==> src/rtl/regfile_param.sv <==
// Parametrised 2-read/1-write register file with a one-entry-per-cycle clear sweep.
// Define REGFILE_BYPASS_EN to forward the WB write data to same-cycle reads.
module regfile_param #(
    parameter int DATA_W   = 32,
    parameter int ADDR_W   = 5,
    parameter int NREG     = 32,
    parameter int ZERO_REG = 1
) (
    input  logic              CLK,
    input  logic              RSTn,
    input  logic [ADDR_W-1:0] A1,
    input  logic [ADDR_W-1:0] A2,
    input  logic [ADDR_W-1:0] A3,
    input  logic [DATA_W-1:0] WD,
    input  logic              RegWriteW,
    input  logic              Clear,
    output logic [DATA_W-1:0] RD1,
    output logic [DATA_W-1:0] RD2,
    output logic              Busy
);
    localparam int                IDX_W    = (NREG > 1) ? $clog2(NREG) : 1;
    localparam logic [ADDR_W:0]   NREG_EXT = (ADDR_W + 1)'(NREG);
    localparam logic [ADDR_W-1:0] LAST_IDX = ADDR_W'(NREG - 1);

    typedef enum logic {SWEEP, IDLE} state_t;

    state_t            state_q, state_d;
    logic [ADDR_W-1:0] idx_q, idx_d;
    logic              busy_q, busy_d;
    logic              wr_legal;

    logic [DATA_W-1:0] mem [NREG];

    logic [1:0][ADDR_W-1:0] rd_addr;
    logic [1:0][DATA_W-1:0] rd_data;

    // An address is "live" when it names an implemented, writable register.
    function automatic logic addr_live(input logic [ADDR_W-1:0] a);
        return ({1'b0, a} < NREG_EXT) && !((ZERO_REG != 0) && (a == '0));
    endfunction

    assign wr_legal = (state_q == IDLE) && RegWriteW && addr_live(A3);

    always_ff @(posedge CLK or negedge RSTn) begin
        if (!RSTn) begin
            state_q <= SWEEP;
            idx_q   <= '0;
            busy_q  <= 1'b1;
        end else begin
            state_q <= state_d;
            idx_q   <= idx_d;
            busy_q  <= busy_d;
        end
    end

    always_comb begin
        state_d = state_q;
        idx_d   = idx_q;
        busy_d  = busy_q;
        case (state_q)
            SWEEP: begin
                if (idx_q == LAST_IDX) begin
                    state_d = IDLE;
                    idx_d   = '0;
                    busy_d  = 1'b0;
                end else begin
                    idx_d = idx_q + 1'b1;
                end
            end
            IDLE: begin
                if (Clear) begin
                    state_d = SWEEP;
                    idx_d   = '0;
                    busy_d  = 1'b1;
                end
            end
            default: begin
                state_d = SWEEP;
                idx_d   = '0;
                busy_d  = 1'b1;
            end
        endcase
    end

    // Storage has no reset; a write coinciding with Clear lands and is then swept.
    always_ff @(posedge CLK) begin
        if (state_q == SWEEP) begin
            mem[idx_q[IDX_W-1:0]] <= '0;
        end else if (wr_legal) begin
            mem[A3[IDX_W-1:0]] <= WD;
        end
    end

    assign rd_addr = {A2, A1};

    genvar gi;
    generate
        for (gi = 0; gi < 2; gi++) begin : g_rd
            logic [DATA_W-1:0] data;
            always_comb begin
                data = '0;
                if ((state_q == IDLE) && addr_live(rd_addr[gi])) begin
`ifdef REGFILE_BYPASS_EN
                    if (wr_legal && (A3 == rd_addr[gi])) begin
                        data = WD;
                    end else begin
                        data = mem[rd_addr[gi][IDX_W-1:0]];
                    end
`else
                    data = mem[rd_addr[gi][IDX_W-1:0]];
`endif
                end
            end
            assign rd_data[gi] = data;
        end
    endgenerate

    assign RD1  = rd_data[0];
    assign RD2  = rd_data[1];
    assign Busy = busy_q;
endmodule

==> config.mk <==
export PLATFORM = sky130hd
export DESIGN_NAME = regfile_param
export DESIGN_NICKNAME = d
export VERILOG_FILES = /design/src/rtl/regfile_param.sv
export SDC_FILE = /design/constraint.sdc
export NUM_CORES = 1
export LEC_CHECK = 0
export BUFFER_PORTS_ARGS = -buffer_cell sky130_fd_sc_hd__buf_4
export CORE_UTILIZATION = 60
export DETAILED_ROUTE_END_ITERATION = 7
export MAX_ROUTING_LAYER = met4
export PLACE_DENSITY = 0.77
export SLEW_MARGIN = 20
export SYNTH_ARGS = -nofsm -noshare
export SYNTH_HDL_FRONTEND = slang
export SYNTH_SLANG_ARGS = --single-unit
export TNS_END_PERCENT = 30
==> constraint.sdc <==
create_clock -name CLK -period 9.05 [get_ports CLK]
set_clock_uncertainty 0.2 [all_clocks]
set_input_delay 0.4525 -clock CLK [delete_from_list [all_inputs] [get_ports CLK]]
set_output_delay 0.4525 -clock CLK [all_outputs]
set_load 0.03 [all_outputs]
==> results of run 1 <==
-- worst max-delay path, stage by stage --
cell and delay, ns:
buf_8 0.57, buf_4 0.96, and2_2 0.66, buf_4 0.51
a22oi_1 0.16, nand3_1 0.12, nand4_1 0.34, buf_4 0.32
-- routing by layer --
metal | GRT usage, % | vias up
li1 | - | 12000
met1 | 48.3 | 15500
met2 | 57.3 | 2733
met3 | 9.21 | 714
met4 | 27.3 | 0
met5 | - | -
-- power by group --
| part | total [uW] | switching, uW | leakage (uW) | internal, uW |
|---|---|---|---|---|
| sequential | 6110 | 232 | 0.00963 | 5880 |
| combinational | 2110 | 1430 | 0.00733 | 673 |
| clock | 4080 | 1770 | 0.00155 | 2310 |
| total | 12300 | 3440 | 0.0185 | 8860 |
-- cells in the mapped netlist, drive strengths merged (2+ instances only) --
cell and instances:
a21oi 3, a22o 64, a22oi 261, a31oi 65, a32oi 4, and2 40
and3 5, and4b 3, buf 128, clkbuf 108, dfrtp 6, edfxtp 1024
ha 2, inv 7, mux2i 521, mux4 252, nand2 63, nand3 138
nand4 66, nor2 34, nor2b 11, nor3 17, nor3b 2, nor4bb 3
o21ai 5, o22ai 2, o31a 3
-- how the worst max path moves through the flow --
stage,depth (start not counted),to,slack [ns]
2_1_floorplan,5,mem[19][0],4.49
5_1_grt,8,RD1[29],4.06
3_5_place_dp,8,RD1[10],4.27
4_1_cts,8,RD1[10],4.24
6_report,8,RD1[0],3.97
3_3_place_gp,8,RD1[10],4.31
-- stage by stage --
stage | instance area (sq um) | worst slack, ns | util (%)
floorplan | 48100 | 4.49 | -
global placement | 50200 | 4.31 | 63.5
detailed placement | 50200 | 4.27 | 63.5
CTS | 53400 | 4.24 | 67.5
global route | 53400 | 4.06 | 67.5
finish | 53400 | 3.97 | 67.5
-- layout make-up --
type	count	area share, %
Clock inverter	48	0.751
Inverter	7	0.0492
Clock buffer	136	5.17
Multi-Input combinational cell	1573	30.7
Timing Repair Buffer	198	2.96
Sequential cell	1031	57.9
Antenna cell	2	0.00936
Tap cell	1050	2.46
-- layout by cell type (no fill, tap or decap), types with 7 or more instances in the layout --
cell type     n
clkinv_2     19
and2_2       11
nor3_2       16
clkbuf_1     30
a22oi_1     261
clkbuf_16   106
nor2_1       10
edfxtp_1   1024
a22o_1       64
nor2_4       22
nand3_1     138
nand4_1      66
nand2_1      63
mux4_2      252
nor2b_4       8
mux2i_1     521
inv_1         7
clkinv_1     16
buf_4       184
a31oi_1      65
and2_1       28
-- what timing repair did --
action,in CTS,in global routing
hold buffers,3,0
hold endpoints to repair,11,0
endpoints found under the setup margin,0,0
-- flip-flops by register name, indices dropped and copies added, names as in the netlist --
register	flops
mem	1024
state_q	1
idx_q	5
Busy	1
-- cell families (layout without fill, tap and decap cells) --
| group | count (synthesis) | after routing | synth area share, % |
|---|---|---|---|
| DFF | 1031 | 1031 | 64.3 |
| buffers and inverters | 243 | 389 | 2.27 |
| AOI/OAI and AO/OA | 409 | 409 | 6.40 |
| xor gates and xnor gates | 2 | 2 | 0.0365 |
| muxes | 774 | 774 | 22.7 |
| other | 0 | 2 | 0 |
| and+or+nand+nor | 386 | 386 | 4.21 |
| adders and majority gates | 2 | 2 | 0.0521 |
==> metrics.txt, run 1 <==
outcome completed; kind of critical path in2out; WP data required 8.40 ns; total wire length 153000 um; Layout area overhead 11.2%; Top FF cell, synth edfxtp_1; Power Density 230 mW/mm^2; CTS Root Cell clkbuf_16; Iteration-0 DRC Markers 4448; Cells after DPL 3855; worst reg2reg startpoint state_q; Tot Pwr 12300 uW; remaining global-route overflow 0; filler instances 5106; fmax 197 MHz; layout cells sized above 1 22.1%; crit path capture type output pin; CP Max Fanout 87; top cell type's share of synthesized area 64.0%; Startpoint Class primary input; unique cell type count in the Yosys netlist 48; CTS tree yes; LEAKAGE 0.0185 uW; crit path from A1[2]; worst r2r dst mem[25][20]; Hold Violations, Final 0; Slew headroom 12.4%; routability cong. 0.880; Worst-Margin Slew 1.31 ns; # H-tree levels 3; Reg clk slew, reported paths 0.05 ns; Syn Std Cell Area 0.0481 sq mm; WL met2 69400 um; CP arrival 4.43 ns; Std-Cell Rows 103; FF-to-FF setup slack 4.52 ns; number of buffers on the longest clock path 3; post-CTS setup buffers 0; Layout Nets 2968; Seq cells post-synth 1031; chip width 285 um; vias per std cell 7.66; fin. max-slew vios 0; detailed-route DRC error count 0; uppermost layer routed met4; Max Cap Violations 0; worst hold slack 0.0720 ns; post-synth net total 2900; Syn Inst Count 2847; Post-Syn Area per Cell 16.9 sq um; DRT Pass-1 Iters 6; first-pass GRT wire length 217000 um; core area 0.0791 sq mm; Inserted Clock Buffers 104; pin count of the biggest net entering global routing 144; vias in the first global route 31300; VDD IR-drop max 0.270 mV; sequential share of the synthesized area 64.3%; DIE AREA 0.0812 sq mm; final worst-path cycle share 56.1%; Starting Density 60.7%; fin crit period 5.08 ns; non-filler cells, final 4045; Clock Latency Late Sink 0.66 ns; Synth warnings 0; final setup fails 0; Post-synth EDFFs 1024; routed via count 31000; die height 285 um; dpl hpwl 84400 um; RSZ-0062 raised after global routing false; post-CTS resize count 0; routed wirelength normalized by instance count 37.9 um; top cells by area, synth edfxtp_1 (64%), mux4_2 (12%), mux2i_1 (11%), a22oi_1 (4.1%), nand3_1 (1.4%); antenna-violating nets left 0; Total Neg Setup Slack 0 ns; num ports 116; Clock Sinks 1031; initial antenna violation count 1; storage element area 0.0309 sq mm; WL met3 21500 um; total track usage 39.1%; min-delay worst type in2async; Async S/R FF share, synth 0.679%; WL met1 49400 um; Reg2Reg Depth 6; area of the multi-input gates 0.0164 sq mm; area leader, netlist edfxtp_1; I/O Buffers 115
Note: power is estimated with default switching activity, not from simulation.
==> inputs of run 2 (changes only) <==
- clock period: 9.05 -> 5.15 ns (I/O delays scaled with it)
==> run 2 against run 1 <==
Worst hold slack improved by 0.014 ns. Sequential power rose by 75%. Die area did not move. Largest power group unchanged. Cell count rose by 0.57%. Total power rose by 80%. Wire length fell by 1.8%. Largest cell class unchanged. Critical path depth fell by 2. Clock-buffer cell count fell by 14. First-iteration DRC count did not move.
==> metrics.txt, run 2 (synthesis gave the netlist of run 1 again) <==
Hold Path Depth 2; WP data required 4.69 ns (was 8.40 ns); dpl hpwl 87200 um (was 84400 um); most frequent CP cell buf_4 (unchanged); fin crit period 4.31 ns; Net Sw Power 6030 uW (was 3440 uW); filler instances 5005 (was 5106); Iteration-0 DRC Markers 4448 (unchanged); CTS Root Cell clkbuf_16 (unchanged); number of flip-flops in the largest register 1024 (unchanged); post-CTS resize count 0 (unchanged); routed wirelength normalized by instance count 37.0 um (was 37.9 um); Clock Latency Late Sink 0.65 ns (was 0.66 ns); Total Neg Setup Slack 0 ns (unchanged); outcome completed (unchanged); pin count of the biggest net entering global routing 106 (was 144); vias in the first global route 31400 (was 31300); # H-tree levels 3 (unchanged); Tot Pwr 22200 uW (was 12300 uW); Critical-path top delay cell dfrtp_1 (was buf_4); initial antenna violation count 1 (unchanged); met1 global-route usage 47.3% (was 48.3%); post-CTS setup buffers 0 (unchanged); min-delay worst type in2reg (was in2async); storage element area 0.0309 sq mm (unchanged); Final Core Density 68.2% (was 67.5%); commonest cells after routing, fill and taps aside edfxtp_1 (1024), mux2i_1 (521), a22oi_1 (261) (unchanged); antenna diode count 0 (was 2); VDD IR-drop max 0.414 mV (was 0.270 mV); number of buffers on the longest clock path 3 (unchanged); total track usage 38.5% (was 39.1%); Max Cap Violations 0 (unchanged); DRT Pass-1 Iters 8 (was 6); antenna-violating nets left 0 (unchanged); Worst-Margin Slew 1.18 ns (was 1.31 ns); die height 285 um (unchanged); CP arrival 3.85 ns (was 4.43 ns); num ports 116 (unchanged); total wire length 151000 um (was 153000 um); area of the multi-input gates 0.0164 sq mm (about the same); Std-Cell Rows 103 (unchanged); Power Density 411 mW/mm^2 (was 230 mW/mm^2); met3 Use GR 7.94% (was 9.21%); final worst-path cycle share 83.6%; CP Max Fanout 34 (was 87); chip width 285 um (unchanged); gr busiest metal met2 (unchanged); CP delay by family, top simple AND/OR/NAND/NOR gates (was buffers and inverters); Slew headroom 21.4% (was 12.4%); Reg2Reg Depth 6 (unchanged); vias per std cell 7.60 (was 7.66); Inserted Clock Buffers 103 (was 104); I/O Buffers 115 (unchanged); Hold Violations, Final 0 (unchanged); RSZ-0062 raised after global routing false (unchanged); kind of critical path reg2out (was in2out); layout cells sized above 1 23.4% (was 22.1%); detailed-route DRC error count 0 (unchanged); CTS tree yes (unchanged); most common cell after layout, fill and taps aside edfxtp_1 (unchanged); core area 0.0791 sq mm (unchanged); routed via count 30900 (was 31000); fmax 232 MHz; clock power share 35.1% (was 33.2%); fin. max-slew vios 0 (unchanged); Clock Sinks 1031 (unchanged); DIE AREA 0.0812 sq mm (unchanged); Layout Nets 2986 (was 2968); Logic pwr share 16.5% (was 17.1%); routability cong. 0.886 (was 0.880); final setup fails 0 (unchanged); first-pass GRT wire length 215000 um (was 217000 um); Net Sw Frac 27.2% (was 28.0%); internal power 16100 uW (was 8860 uW); Flop pwr share 48.5% (was 49.7%); Startpoint Class flop (was primary input); largest stage delay on the critical path 0.87 ns (was 0.96 ns); Layout area overhead 12.2% (was 11.2%); remaining global-route overflow 0 (unchanged); Worst Path Buf+Inv 2 (was 4); Starting Density 60.7% (unchanged); cts hold-fix bufs 3 (unchanged); LEAKAGE 0.0187 uW (was 0.0185 uW); GRT met2 Usage 59.9% (was 57.3%); crit path capture type output pin (unchanged); CP cell instances nor3b_4, buf_4, and2_1, nand2_1, nand4_1, buf_4 (was buf_8, buf_4, and2_2, buf_4, a22oi_1, nand3_1, nand4_1, buf_4); Reg clk slew, reported paths 0.06 ns (was 0.05 ns); CP Depth 6 (was 8)
-- run 2: per-layer routing --
metal / part of all wire (%) / vias up
li1: - / 12100
met1: 32 / 15600
met2: 48 / 2582
met3: 13 / 665
met4: 7.0 / 0
met5: 0 / -
-- run 2: power groups by stage --
stage | clock network (uW) | registers, uW | logic (uW)
CTS | 7750 | 10700 | 3570
detailed placement | 0 | 10900 | 3550
global placement | 0 | 10800 | 3460
finish | 7770 | 10700 | 3650
floorplan | 0 | 10700 | 2110
global route | 8070 | 10800 | 3720
-- run 2: final cells by class --
cell class	count	area share [%]
inverter	7	0.0487
sequential	1031	57.3
tap	1050	2.44
clock inverter	68	1.43
timing repair buffer	217	3.26
clock buffer	122	5.03
multi-input combinational	1573	30.5
-- run 2: worst paths after layout --
check / slack [ns] / startpoint / end
max in group asynchronous: 4.07 / RSTn / Busy
min in group asynchronous: 0.39 / RSTn / idx_q[4]
max reg2reg: 1.38 / state_q / mem[24][29]
max: 0.84 / state_q / RD2[1]
min reg2reg: 0.30 / Busy / Busy
min: 0.09 / WD[0] / mem[11][0]
-- run 2: through the flow --
| step | cells | area, sq um | setup slack [ns] | hold slack [ns] |
|---|---|---|---|---|
| final | 4068 | 53900 | 0.843 | 0.0864 |
| after global routing | 4068 | 53900 | 0.828 | 0.0956 |
| after CTS | 4067 | 53900 | 0.996 | 0.0652 |
| after global placement | 3874 | 50400 | 1.48 | -0.128 |
| after detailed placement | 3874 | 50400 | 1.43 | -0.126 |
| after floorplan | 2847 | 48100 | 0.787 | -0.238 |
